**src/rtl/proc_pkg.sv**
```systemverilog
// Shared processor constants: sequencer state encoding, default phase prescale,
// datapath opcodes and a small counter-width helper.
package proc_pkg;

  localparam logic [2:0] SEQ_IDLE   = 3'd0;
  localparam logic [2:0] SEQ_FETCH  = 3'd1;
  localparam logic [2:0] SEQ_DECODE = 3'd2;
  localparam logic [2:0] SEQ_EXEC   = 3'd3;
  localparam logic [2:0] SEQ_WB     = 3'd4;

  typedef enum logic [2:0] {
    StIdle   = 3'd0,
    StFetch  = 3'd1,
    StDecode = 3'd2,
    StExec   = 3'd3,
    StWb     = 3'd4
  } seq_state_e;

  localparam int unsigned DEFAULT_PRESCALE = 50_000_000;

  localparam logic [3:0] OP_NOP = 4'h0;
  localparam logic [3:0] OP_ADD = 4'h1;
  localparam logic [3:0] OP_SUB = 4'h2;
  localparam logic [3:0] OP_AND = 4'h3;
  localparam logic [3:0] OP_OR  = 4'h4;
  localparam logic [3:0] OP_LDI = 4'h5;
  localparam logic [3:0] OP_JMP = 4'h6;
  localparam logic [3:0] OP_JZ  = 4'h7;

  // Width of a counter that must hold 0..n-1, never narrower than one bit.
  function automatic int unsigned cnt_width(input int unsigned n);
    return (n > 1) ? $clog2(n) : 1;
  endfunction

endpackage

```
**src/rtl/phase_timer.sv**
```systemverilog
// Phase dwell counter: counts 0..PRESCALE-1, ticks on the last count and wraps.
// clear holds the count at zero.
module phase_timer
  import proc_pkg::*;
#(
  parameter int unsigned PRESCALE = DEFAULT_PRESCALE
) (
  input  logic clk,
  input  logic rst_n,
  input  logic clear,
  output logic tick
);

  localparam int unsigned CntW = cnt_width(PRESCALE);
  localparam logic [CntW-1:0] Last = CntW'(PRESCALE - 1);

  logic [CntW-1:0] count_q;

  assign tick = (count_q == Last);

  always_ff @(posedge clk or negedge rst_n) begin
    if (!rst_n) begin
      count_q <= '0;
    end else if (clear || tick) begin
      count_q <= '0;
    end else begin
      count_q <= count_q + 1'b1;
    end
  end

endmodule

```
**src/rtl/exec_sequencer.sv**
```systemverilog
// Run/halt/single-step instruction-phase sequencer issuing fetch/decode/exec/wb strobes.
// Optional breakpoint stop on run entry is enabled by defining EXEC_SEQ_BREAKPOINT_EN.
module exec_sequencer
  import proc_pkg::*;
#(
  parameter int unsigned PRESCALE = DEFAULT_PRESCALE,
  parameter int unsigned ADDR_W   = 4,
  parameter int unsigned CNT_W    = 16
) (
  input  logic              clk,
  input  logic              rst_n,
  input  logic              run_i,
  input  logic              step_i,
  input  logic              halt_i,
  input  logic [ADDR_W-1:0] pc_i,
  input  logic [ADDR_W-1:0] bp_addr_i,
  input  logic              bp_valid_i,
  output logic              fetch_en,
  output logic              decode_en,
  output logic              exec_en,
  output logic              wb_en,
  output logic              busy,
  output logic [2:0]        state_o,
  output logic [CNT_W-1:0]  instr_cnt,
  output logic              bp_hit
);

  seq_state_e       state_q;
  logic             single_q;
  logic             step_q;
  logic             busy_q;
  logic             bp_hit_q;
  logic [CNT_W-1:0] cnt_q;

  logic tick;
  logic step_rise;
  logic run_go;
  logic bp_match;

  phase_timer #(
    .PRESCALE(PRESCALE)
  ) u_timer (
    .clk  (clk),
    .rst_n(rst_n),
    .clear(state_q == StIdle),
    .tick (tick)
  );

  assign step_rise = step_i & ~step_q;
  assign run_go    = run_i & ~halt_i;

`ifdef EXEC_SEQ_BREAKPOINT_EN
  assign bp_match = bp_valid_i && (pc_i == bp_addr_i);
`else
  logic unused_bp;
  assign bp_match  = 1'b0;
  assign unused_bp = ^{bp_valid_i, pc_i, bp_addr_i};
`endif

  // Strobes mark the final dwell cycle of each phase, so they can never overlap.
  assign fetch_en  = tick && (state_q == StFetch);
  assign decode_en = tick && (state_q == StDecode);
  assign exec_en   = tick && (state_q == StExec);
  assign wb_en     = tick && (state_q == StWb);

  assign busy      = busy_q;
  assign state_o   = state_q;
  assign instr_cnt = cnt_q;
  assign bp_hit    = bp_hit_q;

  always_ff @(posedge clk or negedge rst_n) begin
    if (!rst_n) begin
      state_q  <= StIdle;
      single_q <= 1'b0;
      step_q   <= 1'b0;
      busy_q   <= 1'b0;
      bp_hit_q <= 1'b0;
      cnt_q    <= '0;
    end else begin
      step_q <= step_i;
      if (wb_en) begin
        cnt_q <= cnt_q + 1'b1;
      end
      case (state_q)
        StIdle: begin
          // Run wins over a simultaneous step; only run entry honours the breakpoint.
          if (run_go) begin
            if (bp_match) begin
              bp_hit_q <= 1'b1;
            end else begin
              state_q  <= StFetch;
              busy_q   <= 1'b1;
              single_q <= 1'b0;
              bp_hit_q <= 1'b0;
            end
          end else if (step_rise) begin
            state_q  <= StFetch;
            busy_q   <= 1'b1;
            single_q <= 1'b1;
            bp_hit_q <= 1'b0;
          end
        end
        StFetch:  if (tick) state_q <= StDecode;
        StDecode: if (tick) state_q <= StExec;
        StExec:   if (tick) state_q <= StWb;
        StWb: begin
          if (tick) begin
            if (run_go && !single_q && !bp_match) begin
              state_q <= StFetch;
            end else begin
              state_q  <= StIdle;
              busy_q   <= 1'b0;
              single_q <= 1'b0;
              if (run_go && !single_q) begin
                bp_hit_q <= 1'b1;
              end
            end
          end
        end
        default: begin
          state_q  <= StIdle;
          busy_q   <= 1'b0;
          single_q <= 1'b0;
        end
      endcase
    end
  end

endmodule

```
**config.mk**
```make
export PLATFORM = sky130hd
export DESIGN_NAME = exec_sequencer
export DESIGN_NICKNAME = d
export VERILOG_FILES = /design/src/rtl/proc_pkg.sv /design/src/rtl/phase_timer.sv /design/src/rtl/exec_sequencer.sv
export SDC_FILE = /design/constraint.sdc
export NUM_CORES = 1
export LEC_CHECK = 0
export CAP_MARGIN = 40
export CORE_ASPECT_RATIO = 1.25
export CORE_UTILIZATION = 58
export DETAILED_ROUTE_END_ITERATION = 6
export PLACE_DENSITY = 0.85
export SKIP_LAST_GASP = 1
export SYNTH_ARGS = -nofsm -noshare
export SYNTH_HDL_FRONTEND = slang
export SYNTH_HIERARCHICAL = 1
export SYNTH_SLANG_ARGS = --single-unit
```
**constraint.sdc**
```tcl
create_clock -name clk -period 4.4 [get_ports clk]
set_input_delay 0.88 -clock clk [delete_from_list [all_inputs] [get_ports clk]]
set_output_delay 0.88 -clock clk [all_outputs]
set_load 0.01 [all_outputs]
```
# After elaboration in Yosys (flattened, before gate mapping)
# Cells that the tools add are included.
op_classes:
  muxes: 18
  shift: 0
  n_eq_ne: 11
  div_mod_pow: 0
  n_bitwise: 5
  mul: 0
  n_addsub: 2
  order_cmp: 0
  n_reduce_logical: 13
ops:
  columns: ["operator", "n"]
  rows:
  - ["adder 26 x 1 -> 26 bit (second input constant)", 1]
  - ["equality test 26 bit (second input constant)", 1]
  - ["two-way mux 26 bit", 1]
  - ["two-way mux 3 bit", 6]
  - ["adder 16 x 1 -> 16 bit (second input constant)", 1]
  - ["case mux 3 bit (5 select lines)", 1]
  - ["!= test 2 bit (second input constant)", 5]
  - ["two-way mux 1 bit", 8]
  - ["equality test 3 x 2 -> 1 bit (second input constant)", 2]
  - ["case mux 1 bit (3 select lines)", 2]
  - ["logical AND 1 bit", 5]
  - ["AND reduction 5 bit", 1]
  - ["AND reduction 4 bit", 1]
  - ["equality test 3 x 1 -> 1 bit (second input constant)", 1]
  - ["equality test 3 bit (second input constant)", 1]
  - ["logical NOT 3 bit", 1]
  - ["!= test 3 bit (second input constant)", 1]
  - ["NOT 1 bit", 3]
  - ["OR reduction 3 bit", 1]
  - ["AND 1 bit", 2]
  - ["AND reduction 2 bit", 1]
  - ["nonzero test 2 bit", 1]
  - ["logical NOT 1 bit", 1]
  - ["logical OR 1 bit", 1]
word_totals:
  ramBits: 0
  out_inout_bits: 25
  ff_bits: 49
  latchBits: 0
  rom_bits: 0
  mem_count: 0

# Depth between registers and ports, before layout
depth:
  word_depth: 6
  depth_mapped: 8
  depth_no_buf: 8

# Modules after synthesis
# Netlist, hierarchy kept.
by_module_without_submodules:
  columns: ["mod", "cells_per_inst", "area_per_inst_um2", "seq_area_each_um2", "instances"]
  rows:
  - ["phase_timer", 144, 1385.1, 650.6, 1]
  - ["exec_sequencer", 100, 1113.6, 550.5, 1]

# Worst setup path after synthesis
# Ideal clock, no wire load.
synth_path:
  path_kind: "register to output"
  startpoint: "register u_timer.count_q[0]"
  endpoint: "output fetch_en"
  stages_incl_launch_ff: 8
  arrival_time_ps: 1820
  path_buffers: 0
  setup_slack_ps: 1700
  cell_sequence: "dfrtp_1 -> ha_1 -> and4_1 -> nand4_1 -> nor3_1 -> and2b_2 -> nand2_1 -> nor2_1"
synth_via:
  elab_chain_cells: 2
synth_rtl:
  columns: ["item", "line", "source"]
  rows:
  - ["start: declaration", "phase_timer.sv:17", "logic [CntW-1:0] count_q;"]
  - ["start signal: assignment", "phase_timer.sv:27", "count_q <= count_q + 1'b1;"]
  - ["equality test 26 bit", "phase_timer.sv:19", "assign tick = (count_q == Last);"]
  - ["net tick", "exec_sequencer.sv:35", "logic tick;"]
  - ["logical AND 1 bit", "exec_sequencer.sv:61", "assign fetch_en = tick && (state_q == StFetch);"]
  - ["end: declaration", "exec_sequencer.sv:18", "output logic fetch_en,"]
# The timed path passes the listed nets, and every way through them passes these cells.

# Final worst setup path
layout_path:
  startpoint: "register u_timer.count_q[0]"
  endpoint: "output exec_en"
layout_via:
  elab_chain_cells: 2
layout_rtl:
  columns: ["item", "line", "source"]
  rows:
  - ["equality test 26 bit", "phase_timer.sv:19", null]
  - ["net tick", "exec_sequencer.sv:35", null]
  - ["logical AND 1 bit", "exec_sequencer.sv:63", "assign exec_en = tick && (state_q == StExec);"]
  - ["end: declaration", "exec_sequencer.sv:20", "output logic exec_en,"]
# The timed path passes the listed nets, and every way through them passes these cells.

==> flow_metrics.tcl <==
set metrics [dict create \
    diodes 0 \
    power_w 0.000989 \
    fin_area_sq_mm 0.00297 \
    setup_viol 0 \
    antenna_found_initial 0 \
    synth_compound_area_share_pct 6.51 \
    use_met1_pct 28.1 \
    power_frac_seq_pct 52.5 \
    cts-root-buf "clkbuf_8" \
    overflow 0 \
    status "finished, final reports clean" \
    p_leak_nw 1.27 \
    clock_path_buffers 2 \
    p_sw_share_pct 24.7 \
    max_freq_mhz 284 \
    p_comb_share_pct 8.9 \
    ys.flop_type "dfrtp_1" \
    vias 1918 \
    gr-usage-met2_pct 43.6 \
    hold_viol 0 \
    setup-tns-final_ps 0 \
    syn2layout_area_growth_pct 18.8 \
    drive_gt1_share_pct 11.6 \
    p_int_w 0.000745 \
    fill_cells 315 \
    ys_seq_area_share_pct 48.1 \
    routed_wl_microns 4880 \
    grt_use_total_pct 24.2 \
    cts.clk_slew.worst_paths_ps 100 \
    fin_cells 331 \
    syn_area_sq_mm 0.00250 \
    drtAntennaViolNets 0 \
    grt_pass1_vias 1868 \
    syn_inst 244 \
    startpoint_type "flip-flop" \
    fin_worst_hold_slack_ps 497 \
    via_per_inst 5.79 \
    rsz0062_at_grt "false" \
    clockPowerShare_pct 38.6 \
    synth_xor_area_share_pct 10.8 \
    yosys_warnings 6 \
    cap_violations 0 \
    placedCellCount 323 \
    rrSetupSlack_ps 1990 \
    drc_errors 0 \
    synth_cell_types 47 \
    synthAdderAreaFrac_pct 1.50 \
    synthSimpleGateAreaFrac_pct 29.2 \
    synthMuxAreaShare_pct 0.851 \
    hp-class "reg2reg" \
    cts_buffers 5 \
    grt.met3_usage_pct 4.75 \
    die_w_microns 60.7 \
    power_density_mw_per_mm2 333 \
    htreeDepth 2 \
    avgRoutedWirePerCell_microns 14.7 \
    finalCritPeriodShare_pct 79.9 \
    postCtsHoldBufs 0 \
    grt_pass1_wl_microns 8260 \
    cts_tree "done" \
    synth-edff-count 0 \
    ioPinCount 39 \
    timing.slew.headroom_pct 59.2 \
    place.gp.congestion 0.801 \
    p_switching_w 0.000244 \
    dieArea_sq_mm 0.00458 \
    critPathArrivalTime_ps 2640 \
    required_ps 3520 \
    drtIter0Drc 95 \
    clock_latency_ps 310 \
    synth-seq-cells 48 \
    nets 291 \
    worstSetupEndpointType "output port" \
    io_buffers 28 \
    firstDrtPassIters 4 \
    synth_nets 261 \
    skew_ps 15.8 \
    hpwl_microns 3370 \
    cts_setup_buffers 0 \
    row_count 26 \
    worst_pin_slew_ps 612 \
    grt.busiest_layer "met2" \
    ir_drop_uv 216 \
    criticalPathCategory "reg2out" \
    synth.avg_cell_area_sq_um 10.2 \
    synth_top_family_by_area "simple AND/OR/NAND/NOR gates" \
    initial_utilization_pct 61.0 \
    synthArstFlopShare_pct 100 \
    critPathMaxFanout 9 \
    cts_resized 0 \
    grt_start_max_net_pins 30 \
    slew_violations 0 \
    postPlaceCellArea_sq_mm 0.00283 \
    die_h_microns 75.4 \
    design.core.area_sq_mm 0.00410 \
    fin_crit_ps 3520 \
    clock-sinks 48 \
]
path summary, 6_finish.rpt:
path                       cells after the start          startpoint                   to
setup / recovery                               8  u_timer/count_q[0]              exec_en
max in group asynchronous                      2               rst_n  u_timer/count_q[16]
hold / removal                                 1       instr_cnt[14]        instr_cnt[14]
min in group asynchronous                      1               rst_n           state_o[1]
hold reg to reg                                1       instr_cnt[14]        instr_cnt[14]
setup reg to reg                               9  u_timer/count_q[0]         instr_cnt[9]
routing by layer:
| metal | routed length (microns) | up-vias |
|---|---|---|
| li1 | - | 935 |
| met1 | 2110 | 938 |
| met2 | 2540 | 37 |
| met3 | 155 | 8 |
| met4 | 70 | 0 |
| met5 | 0 | - |
power by group through the flow:
stage	combinational [W]	clock (W)	sequential (W)
finish	0.0000880	0.000382	0.000519
CTS	0.0000903	0.000392	0.000519
floorplan	0.0000632	0	0.000519
detailed placement	0.0000891	0	0.000527
global placement	0.0000849	0	0.000526
global route	0.000101	0.000406	0.000524
synthesized netlist by cell type, types with 6 or more instances:
cell type | number | share of area (%)
a21oi_1 | 11 | 2.2
or3_1 | 6 | 1.5
xor2_1 | 15 | 5.3
dfrtp_1 | 48 | 48
and4_1 | 6 | 2.1
nand3_1 | 15 | 3.0
nand2_1 | 18 | 2.7
nor2_1 | 25 | 3.8
xnor2_1 | 14 | 4.9
nand4_1 | 12 | 3.0
worst max-delay path: stages (launching register included):
cell	delay (ps)
dfrtp_1	430
ha_1	180
and4_1	250
nand4_1	210
nor3_1	210
buf_4	190
and2b_2	160
and3_2	180
clkdlybuf4s50_1	530
flip-flops by register name (all words and copies together), names as in the netlist:
name,cells
u_timer/count_q,26
instr_cnt,16
state_o,3
busy,1
single_q,1
step_q,1
logic make-up (layout without fill, tap and decap cells):
group / count (synthesis) / in the layout
buf+inv: 12 / 43
other cells: 1 / 1
simple gates: 123 / 123
mux: 2 / 2
xor+xnor: 30 / 30
compound gates: 25 / 25
flops: 48 / 48
fa+ha+maj: 3 / 3
area by class of cell:
type	instances	area, sq um	area share, %
inverter	4	15.0	0.506
sequential	48	1200	40.5
clock inverter	3	68.8	2.32
timing repair buffer	31	318	10.7
multi-input combinational	184	1230	41.3
tap	56	70.1	2.36
clock buffer	5	68.8	2.32
layout by cell type (no fill, tap or decap), types with 2 or more instances in the layout:
| cell | n |
|---|---|
| a21oi_1 | 11 |
| and3_1 | 4 |
| and3_2 | 5 |
| and4_1 | 6 |
| and4_2 | 2 |
| bufinv_16 | 2 |
| clkbuf_8 | 5 |
| clkdlybuf4s50_1 | 27 |
| dfrtp_1 | 48 |
| ha_1 | 3 |
| inv_1 | 4 |
| nand2_1 | 18 |
| nand2b_1 | 5 |
| nand3_1 | 15 |
| nand4_1 | 12 |
| nand4_2 | 2 |
| nor2_1 | 25 |
| nor3_1 | 4 |
| o21ai_0 | 5 |
| o31ai_1 | 5 |
| or3_1 | 6 |
| or4_1 | 5 |
| xnor2_1 | 14 |
| xor2_1 | 15 |
stage by stage:
| stage | setup WS (ps) | utilization, % |
|---|---|---|
| floorplan | 1700 | - |
| global placement | 1260 | 68.2 |
| detailed placement | 1210 | 69.0 |
| CTS | 857 | 72.4 |
| global route | 712 | 72.4 |
| finish | 883 | 72.4 |
Note: power is estimated with default switching activity, not from simulation.
